`src/rtl/sobel_window_pipe.sv`:
```
// Streaming 3x3 Sobel stage: three row words in per beat, one word of clamped |Gx|+|Gy| out.
// Window align -> gradients -> magnitude/clamp -> output register, all held together under backpressure.
module sobel_window_pipe #(
  parameter int WIDTH  = 352,
  parameter int HEIGHT = 288
) (
  input  logic        clk,
  input  logic        rst,
  input  logic        frame_start,
  input  logic        in_valid,
  output logic        in_ready,
  input  logic [31:0] row_above,
  input  logic [31:0] row_cur,
  input  logic [31:0] row_below,
  output logic        out_valid,
  input  logic        out_ready,
  output logic [31:0] out_data,
  output logic        out_eol,
  output logic        out_eof,
  output logic        busy
);
  // state | meaning
  // IDLE  | no frame active, beats ignored
  // RUN   | accepting beats of the current row
  // FLUSH | one-cycle internal beat that completes the last word of a row
  localparam int WPR  = WIDTH / 4;
  localparam int COLW = $clog2(WPR);
  localparam int ROWW = $clog2(HEIGHT);
  localparam logic [COLW-1:0] COL_LAST = COLW'(WPR - 1);
  localparam logic [ROWW-1:0] ROW_LAST = ROWW'(HEIGHT - 1);

  typedef enum logic [1:0] {IDLE = 2'd0, RUN = 2'd1, FLUSH = 2'd2} state_t;
  state_t state, state_nx;

  logic            en, accept, flush_go, emit, all_in;
  logic [COLW-1:0] col, cur_col;
  logic [ROWW-1:0] row, cur_row;
  logic [31:0]     cur_a, cur_b, cur_c;
  logic [7:0]      prv_a, prv_b, prv_c, nxt_a, nxt_b, nxt_c;
  logic [3:0]      keep_w;

  logic               v1, eol1, eof1;
  logic [47:0]        win_a, win_b, win_c;
  logic [3:0]         keep1;
  logic               v2, eol2, eof2;
  logic [3:0]         keep2;
  logic signed [10:0] gx_c [4];
  logic signed [10:0] gy_c [4];
  logic signed [10:0] gx2 [4];
  logic signed [10:0] gy2 [4];
  logic               v3, eol3, eof3;
  logic [31:0]        pix3, pix_c;
  logic [11:0]        mag_c [4];

  function automatic logic signed [10:0] px1(input logic [7:0] p);
    return $signed({3'b000, p});
  endfunction

  function automatic logic signed [10:0] px2(input logic [7:0] p);
    return $signed({2'b00, p, 1'b0});
  endfunction

  function automatic logic [10:0] abs11(input logic signed [10:0] v);
    return v[10] ? -v : v;
  endfunction

  // The whole pipe moves as one; a stalled output freezes every stage.
  assign en       = ~(out_valid & ~out_ready);
  assign accept   = in_valid & in_ready;
  assign flush_go = (state == FLUSH) & en & ~frame_start;
  assign emit     = (accept & (col != '0)) | flush_go;

  always_ff @(posedge clk or posedge rst) begin
    if (rst) state <= IDLE;
    else     state <= state_nx;
  end

  always_comb begin
    state_nx = state;
    if (frame_start) state_nx = RUN;
    else begin
      case (state)
        RUN: begin
          if (accept && col == COL_LAST)                state_nx = FLUSH;
          else if (out_valid && out_ready && out_eof)   state_nx = IDLE;
        end
        FLUSH:   if (en) state_nx = RUN;
        default: state_nx = state;
      endcase
    end
  end

  always_comb begin
    in_ready = (state == RUN) & ~all_in & en & ~frame_start;
  end

  always_ff @(posedge clk or posedge rst) begin
    if (rst) begin
      col <= '0; row <= '0; all_in <= 1'b0;
      cur_a <= '0; cur_b <= '0; cur_c <= '0;
      prv_a <= '0; prv_b <= '0; prv_c <= '0;
      cur_col <= '0; cur_row <= '0;
    end else if (frame_start) begin
      col <= '0; row <= '0; all_in <= 1'b0;
    end else if (accept) begin
      if (col == COL_LAST) begin
        col <= '0;
        if (row == ROW_LAST) all_in <= 1'b1;
        else                 row <= row + 1'b1;
      end else begin
        col <= col + 1'b1;
      end
      prv_a <= (col == '0) ? 8'h00 : cur_a[31:24];
      prv_b <= (col == '0) ? 8'h00 : cur_b[31:24];
      prv_c <= (col == '0) ? 8'h00 : cur_c[31:24];
      cur_a <= row_above;
      cur_b <= row_cur;
      cur_c <= row_below;
      cur_col <= col;
      cur_row <= row;
    end
  end

  // Right neighbour of the held word; the flush beat has none (that pixel is border anyway).
  assign nxt_a = (state == FLUSH) ? 8'h00 : row_above[7:0];
  assign nxt_b = (state == FLUSH) ? 8'h00 : row_cur[7:0];
  assign nxt_c = (state == FLUSH) ? 8'h00 : row_below[7:0];

  always_comb begin
    keep_w = 4'b1111;
    if (cur_col == '0)      keep_w[0] = 1'b0;
    if (cur_col == COL_LAST) keep_w[3] = 1'b0;
    if (cur_row == '0 || cur_row == ROW_LAST) keep_w = 4'b0000;
  end

  always_ff @(posedge clk or posedge rst) begin
    if (rst) begin
      v1 <= 1'b0; win_a <= '0; win_b <= '0; win_c <= '0;
      keep1 <= '0; eol1 <= 1'b0; eof1 <= 1'b0;
    end else if (frame_start) begin
      v1 <= 1'b0;
    end else if (en) begin
      v1 <= emit;
      if (emit) begin
        win_a <= {nxt_a, cur_a, prv_a};
        win_b <= {nxt_b, cur_b, prv_b};
        win_c <= {nxt_c, cur_c, prv_c};
        keep1 <= keep_w;
        eol1  <= (cur_col == COL_LAST);
        eof1  <= (cur_col == COL_LAST) && (cur_row == ROW_LAST);
      end
    end
  end

  // Byte j of a window is pixel 4k-1+j; output pixel i is centred on byte i+1.
  always_comb begin
    for (int i = 0; i < 4; i++) begin
      gx_c[i] = (px1(win_a[8*(i+2) +: 8]) + px2(win_b[8*(i+2) +: 8]) + px1(win_c[8*(i+2) +: 8]))
              - (px1(win_a[8*i +: 8])     + px2(win_b[8*i +: 8])     + px1(win_c[8*i +: 8]));
      gy_c[i] = (px1(win_a[8*i +: 8]) + px2(win_a[8*(i+1) +: 8]) + px1(win_a[8*(i+2) +: 8]))
              - (px1(win_c[8*i +: 8]) + px2(win_c[8*(i+1) +: 8]) + px1(win_c[8*(i+2) +: 8]));
    end
  end

  always_ff @(posedge clk or posedge rst) begin
    if (rst) begin
      v2 <= 1'b0; keep2 <= '0; eol2 <= 1'b0; eof2 <= 1'b0;
      for (int i = 0; i < 4; i++) begin
        gx2[i] <= '0;
        gy2[i] <= '0;
      end
    end else if (frame_start) begin
      v2 <= 1'b0;
    end else if (en) begin
      v2 <= v1; keep2 <= keep1; eol2 <= eol1; eof2 <= eof1;
      for (int i = 0; i < 4; i++) begin
        gx2[i] <= gx_c[i];
        gy2[i] <= gy_c[i];
      end
    end
  end

  always_comb begin
    pix_c = '0;
    for (int i = 0; i < 4; i++) begin
      mag_c[i] = {1'b0, abs11(gx2[i])} + {1'b0, abs11(gy2[i])};
      pix_c[8*i +: 8] = !keep2[i] ? 8'h00 : (mag_c[i] > 12'd255) ? 8'hFF : mag_c[i][7:0];
    end
  end

  always_ff @(posedge clk or posedge rst) begin
    if (rst) begin
      v3 <= 1'b0; pix3 <= '0; eol3 <= 1'b0; eof3 <= 1'b0;
      out_valid <= 1'b0; out_data <= '0; out_eol <= 1'b0; out_eof <= 1'b0;
    end else if (frame_start) begin
      v3 <= 1'b0;
      out_valid <= 1'b0; out_data <= '0; out_eol <= 1'b0; out_eof <= 1'b0;
    end else if (en) begin
      v3 <= v2; pix3 <= pix_c; eol3 <= eol2; eof3 <= eof2;
      out_valid <= v3; out_data <= pix3; out_eol <= eol3; out_eof <= eof3;
    end
  end

  always_ff @(posedge clk or posedge rst) begin
    if (rst)                                     busy <= 1'b0;
    else if (frame_start)                        busy <= 1'b0;
    else if (accept)                             busy <= 1'b1;
    else if (out_valid && out_ready && out_eof)  busy <= 1'b0;
  end
endmodule
```
`config.mk`:
```
export PLATFORM = sky130hd
export DESIGN_NAME = sobel_window_pipe
export DESIGN_NICKNAME = d
export VERILOG_FILES = /design/src/rtl/sobel_window_pipe.sv
export SDC_FILE = /design/constraint.sdc
export NUM_CORES = 2
export LEC_CHECK = 0
export ABC_AREA = 1
export CAP_MARGIN = 20
export CORE_MARGIN = 2
export CORE_UTILIZATION = 60
export CTS_CLUSTER_DIAMETER = 60
export DETAILED_ROUTE_END_ITERATION = 8
export DONT_BUFFER_PORTS = 1
export PLACE_DENSITY = 0.86
export SLEW_MARGIN = 20
export SYNTH_ARGS = -nofsm -noshare
export SYNTH_HDL_FRONTEND = slang
export SYNTH_SLANG_ARGS = --single-unit
```
`constraint.sdc`:
```
create_clock -name clk -period 21.2 [get_ports clk]
set_input_delay 2.12 -clock clk [delete_from_list [all_inputs] [get_ports clk]]
set_output_delay 2.12 -clock clk [all_outputs]
set_load 0.005 [all_outputs]
```
* Word level (Yosys, flattened, before mapping) *
Index checks and enable logic that the tools add are counted.

storage, ports and cells
  register bits = 472
  output and inout port bits = 37
  logic and storage cells = 195

operators by class
  $add $sub $neg = 50
  magnitude comparators = 4
  eq/ne operators = 10
  muxes and demuxes = 58
  bitwise gates (word level) = 13
  reduce and logical (&&, ||, !) cells = 20

operators with widths
  operator               count
  $add A10 B8 Y11        14
  $add A8 B9 Y10         14
  $mux W8                14
  $mux W11               8
  $neg A11 Y11           8
  $sub A11 B11 Y11       8
  $mux W32               2
  $add A11 B11 Y12       4
  $gt A12 B8 Y1 const B  4
  $mux W9                4
  $mux W1                21
  $mux W7                3
  $eq A9 B9 Y1 const B   2
  $eq A7 B7 Y1 const B   2
  $logic_not A7 Y1       2
  $reduce_and A3 Y1      4
  $add A9 B1 Y9 const B  1
  $logic_not A9 Y1       1
  $and A1 B1 Y1          8
  $mux W2                4
  $add A7 B1 Y7 const B  1
  $reduce_bool A7 Y1     1
  $reduce_bool A2 Y1     3
  $reduce_bool A3 Y1     2
  other kinds (12)       20

* Longest topological paths before layout *
  word-level depth = 10
  mapped depth = 23
  mapped depth without buffers = 23

* Worst setup path before layout *
Ideal clock, no wire load.

  path type = input-to-output
  start point = in frame_start
  end point = out in_ready
  arrival = 2509 ps
  path slack = 16571 ps
  cell stages on the path = 4
  path buffers = 1
  cells stage by stage = buf_6 > inv_4 > nand2_4 > nor3_4

between the ends
  word-level cells in the longest chain between the ends = 2

ends and longest elaborated chain
  item                         RTL line  source
  start, declared              9         input logic frame_start,
  $not A1 Y1 (no source line)  --
  $and A1 B1 Y1                94        in_ready = (state == RUN) & ~all_in & en & ~frame_start;
  end, declared                11        output logic in_ready,

Every way passes these cells.

* Worst setup path in the final report *
  start point = reg win_a[17]
  end point = reg gx2[21] (netlist name)

between the ends
  word-level cells in the longest chain between the ends = 3

ends and longest elaborated chain
  item                           RTL line  source
  start, declared                43        logic [47:0] win_a, win_b, win_c;
  start signal, assigned         145       win_a <= {nxt_a, cur_a, prv_a};
  $add A8 B9 Y10                 159       - (px1(win_a[8*i +: 8]) + px2(win_b[8*i +: 8]) + px1(win_c[8*i +: 8]));
  $add A10 B8 Y11                159
  $sub A11 B11 Y11               159
  end signal, assigned by index  177       gx2[i] <= gx_c[i];
  end, declared                  49        logic signed [10:0] gx2 [4];

Every way passes these cells.
A chain may end at the register's enable or synchronous reset.

==> run summary <==
wire length of the first global-routing pass: 123 mm
WL final: 75.9 mm
total clock sinks: 470
ys async rst share: 100%
cts bufs inserted: 49
hpwl dp: 55.6 mm
Fmax: 0.186 GHz
Setup WS post-layout: 15.82 ns
# IOs: 138
final hold violation count: 0
largest net degree at the start of global routing: 182
die height: 229 um
worst slew pin tran: 1.08 ns
share of post-route cells with drive strength above 1: 3.80%
crit-path max FO: 4
CP Capture Type: flop
Avg Vias per Cell: 5.65
commonest non-fill, non-tap cell in the layout: nand2_1
Core Util, Final: 65.1%
Post-Syn Nets: 4061
Final GP Congestion: 0.991
max-cap violations: 0
most frequent cells in the layout: 1025 x nand2_1, 549 x inv_1, 470 x dfrtp_1, 253 x o21ai_0, 204 x fa_1
initial antenna violation count: 1
H-tree levels: 2
Mapped Area: 0.0304 mm2
die area: 0.0524 mm2
Skew-Pair Late Insertion Delay: 0.61 ns
Critical Path AT: 5.84 ns
worst min-delay path startpoint: cur_b[7]
Setup TNS: 0 ns
crit start category: flop
Seq/Total Area, Yosys: 38.8%
PortBufs: 0
status: completed
clock buffer depth: 3
post-cts sizing count: 0
hold buffer count at cts: 0
core box area: 0.0501 mm2
area share of the largest cell type after synthesis: 38.8%
WL per Instance: 17.8 um
final net count: 4023
WS Path Type: reg2reg
Clock Root Buffer: clkbuf_16
vias in the first global route: 23500
DR DRC count: 0
Synth Area per Inst: 8.48 um2
area leader, netlist: dfrtp_1
Die X: 229 um
synth unique cells: 42
RR Startpoint: win_a[17]
CTS tree: built
Final period util: 25.4%
HP Class: reg2reg
Worst EP required: 21.66 ns
row count: 82
total congestion overflow: 0
fill count: 3877
Initial Utilization: 60.6%
final setup vio count: 0
Critical Path Source: win_a[17]
First-pass DRT Iterations: 9
total global-route track usage: 29.5%
skew final: 0.0246 ns
Synth Warn #: 0
dpl ws: 15.78 ns
fin. max-slew vios: 0
ranking of synthesized cells by area: dfrtp_1 39%, fa_1 13%, nand2_1 13%
Tmin final: 5.38 ns
Post-Syn Instances: 3579
Top FF cell, synth: dfrtp_1
Post-DRT Antenna Nets: 0
Post-synth EDFFs: 0
number of DRC markers in iteration 0: 2511
RSZ-0062 raised after global routing: false
Setup Fix Bufs, Post-CTS: 0
Yosys reg bits: 470
Slew headroom: 28.3%
routed via count: 24000
Worst-path clk slew: 0.07 ns
Layout area overhead: 7.38%
## sequential cells by signal, summed over array words and instances, names as in the netlist, 2 cells and up
name / count
keep1: 3
win_a: 48
col: 7
gy2: 44
cur_a: 32
win_b: 48
cur_col: 7
cur_c: 32
prv_b: 8
state: 2
row: 9
prv_c: 8
pix3: 32
cur_b: 32
gx2: 44
out_data: 32
keep2: 3
win_c: 48
cur_row: 9
prv_a: 8
## routing by layer
| layer | part of all wire [%] | wire length (um) | vias up | global-route usage, % |
|---|---|---|---|---|
| met5 | 0 | 0 | - | 0 |
| met4 | 5.3 | 3990 | 0 | 13.6 |
| met3 | 9.3 | 7030 | 280 | 6.64 |
| met2 | 44 | 33300 | 1147 | 45.1 |
| met1 | 42 | 31600 | 11300 | 40.6 |
| li1 | - | - | 11200 | - |
## final timing paths
check                             to  slack (ns)  depth (start not counted)
setup / recovery             gx2[21]       15.82                         22
setup reg to reg             gx2[21]       15.82                         22
min in group asynchronous  out_valid        1.53                          1
hold reg to reg            win_b[15]        0.47                          2
max in group asynchronous     gx2[7]       17.52                          4
hold / removal             win_b[15]        0.47                          2
## through the flow
step	instances	area [um2]	hold WS, ns
after floorplan	3579	30400	0.448
after global placement	4161	30800	0.456
after detailed placement	4161	30800	0.460
after CTS	4251	32600	0.473
after global routing	4252	32600	0.491
final	4254	32600	0.465
## worst max-delay path, stage by stage, from the launching register on
cell     delay (ns)
dfrtp_1        0.48
inv_1          0.13
fa_1           0.55
inv_1          0.06
ha_1           0.23
fa_1           0.48
nand3_1        0.11
nand3_1        0.13
nand2_1        0.10
nand2_1        0.07
a21oi_1        0.23
xor2_1         0.33
fa_1           0.51
fa_1           0.58
inv_1          0.06
ha_1           0.37
inv_1          0.10
o21ai_0        0.23
a31oi_1        0.16
nand3_1        0.09
nand2_1        0.05
nand3_1        0.06
o21ai_0        0.09
## cells by family after synthesis
kind of cell	share of synthesized area, %
AO/OA/AOI/OAI	9.02
flip-flops	38.8
buffers and inverters	8.47
adder cells (fa/ha/maj)	20.8
AND/OR/NAND/NOR	19.7
XOR/XNOR	3.29
## synthesized netlist by cell type, types with 32 or more instances
cell and count:
a21oi_1 118, inv_1 551, o21ai_0 253, ha_1 177, fa_1 204, clkbuf_1 50, nor2_1 154, dfrtp_1 470
xor2_1 89, nand3_1 171, nand2_1 1025, a22o_1 32, nor3_1 41
## final cells by class
type                    count  area [um2]  area share [%]
diodes                      2        5.00          0.0154
clock buffers              67        1430            4.37
clock inverters            23         318           0.975
inverters                 554        2090            6.42
multi-input cells        2457       16000            49.2
flip-flops and latches    470       11800            36.1
well taps                 672         841            2.58
repair buffers              9         100           0.307
Power is not shown: default switching activity piles up to over one toggle a cycle in this logic, so the estimate is an artifact.
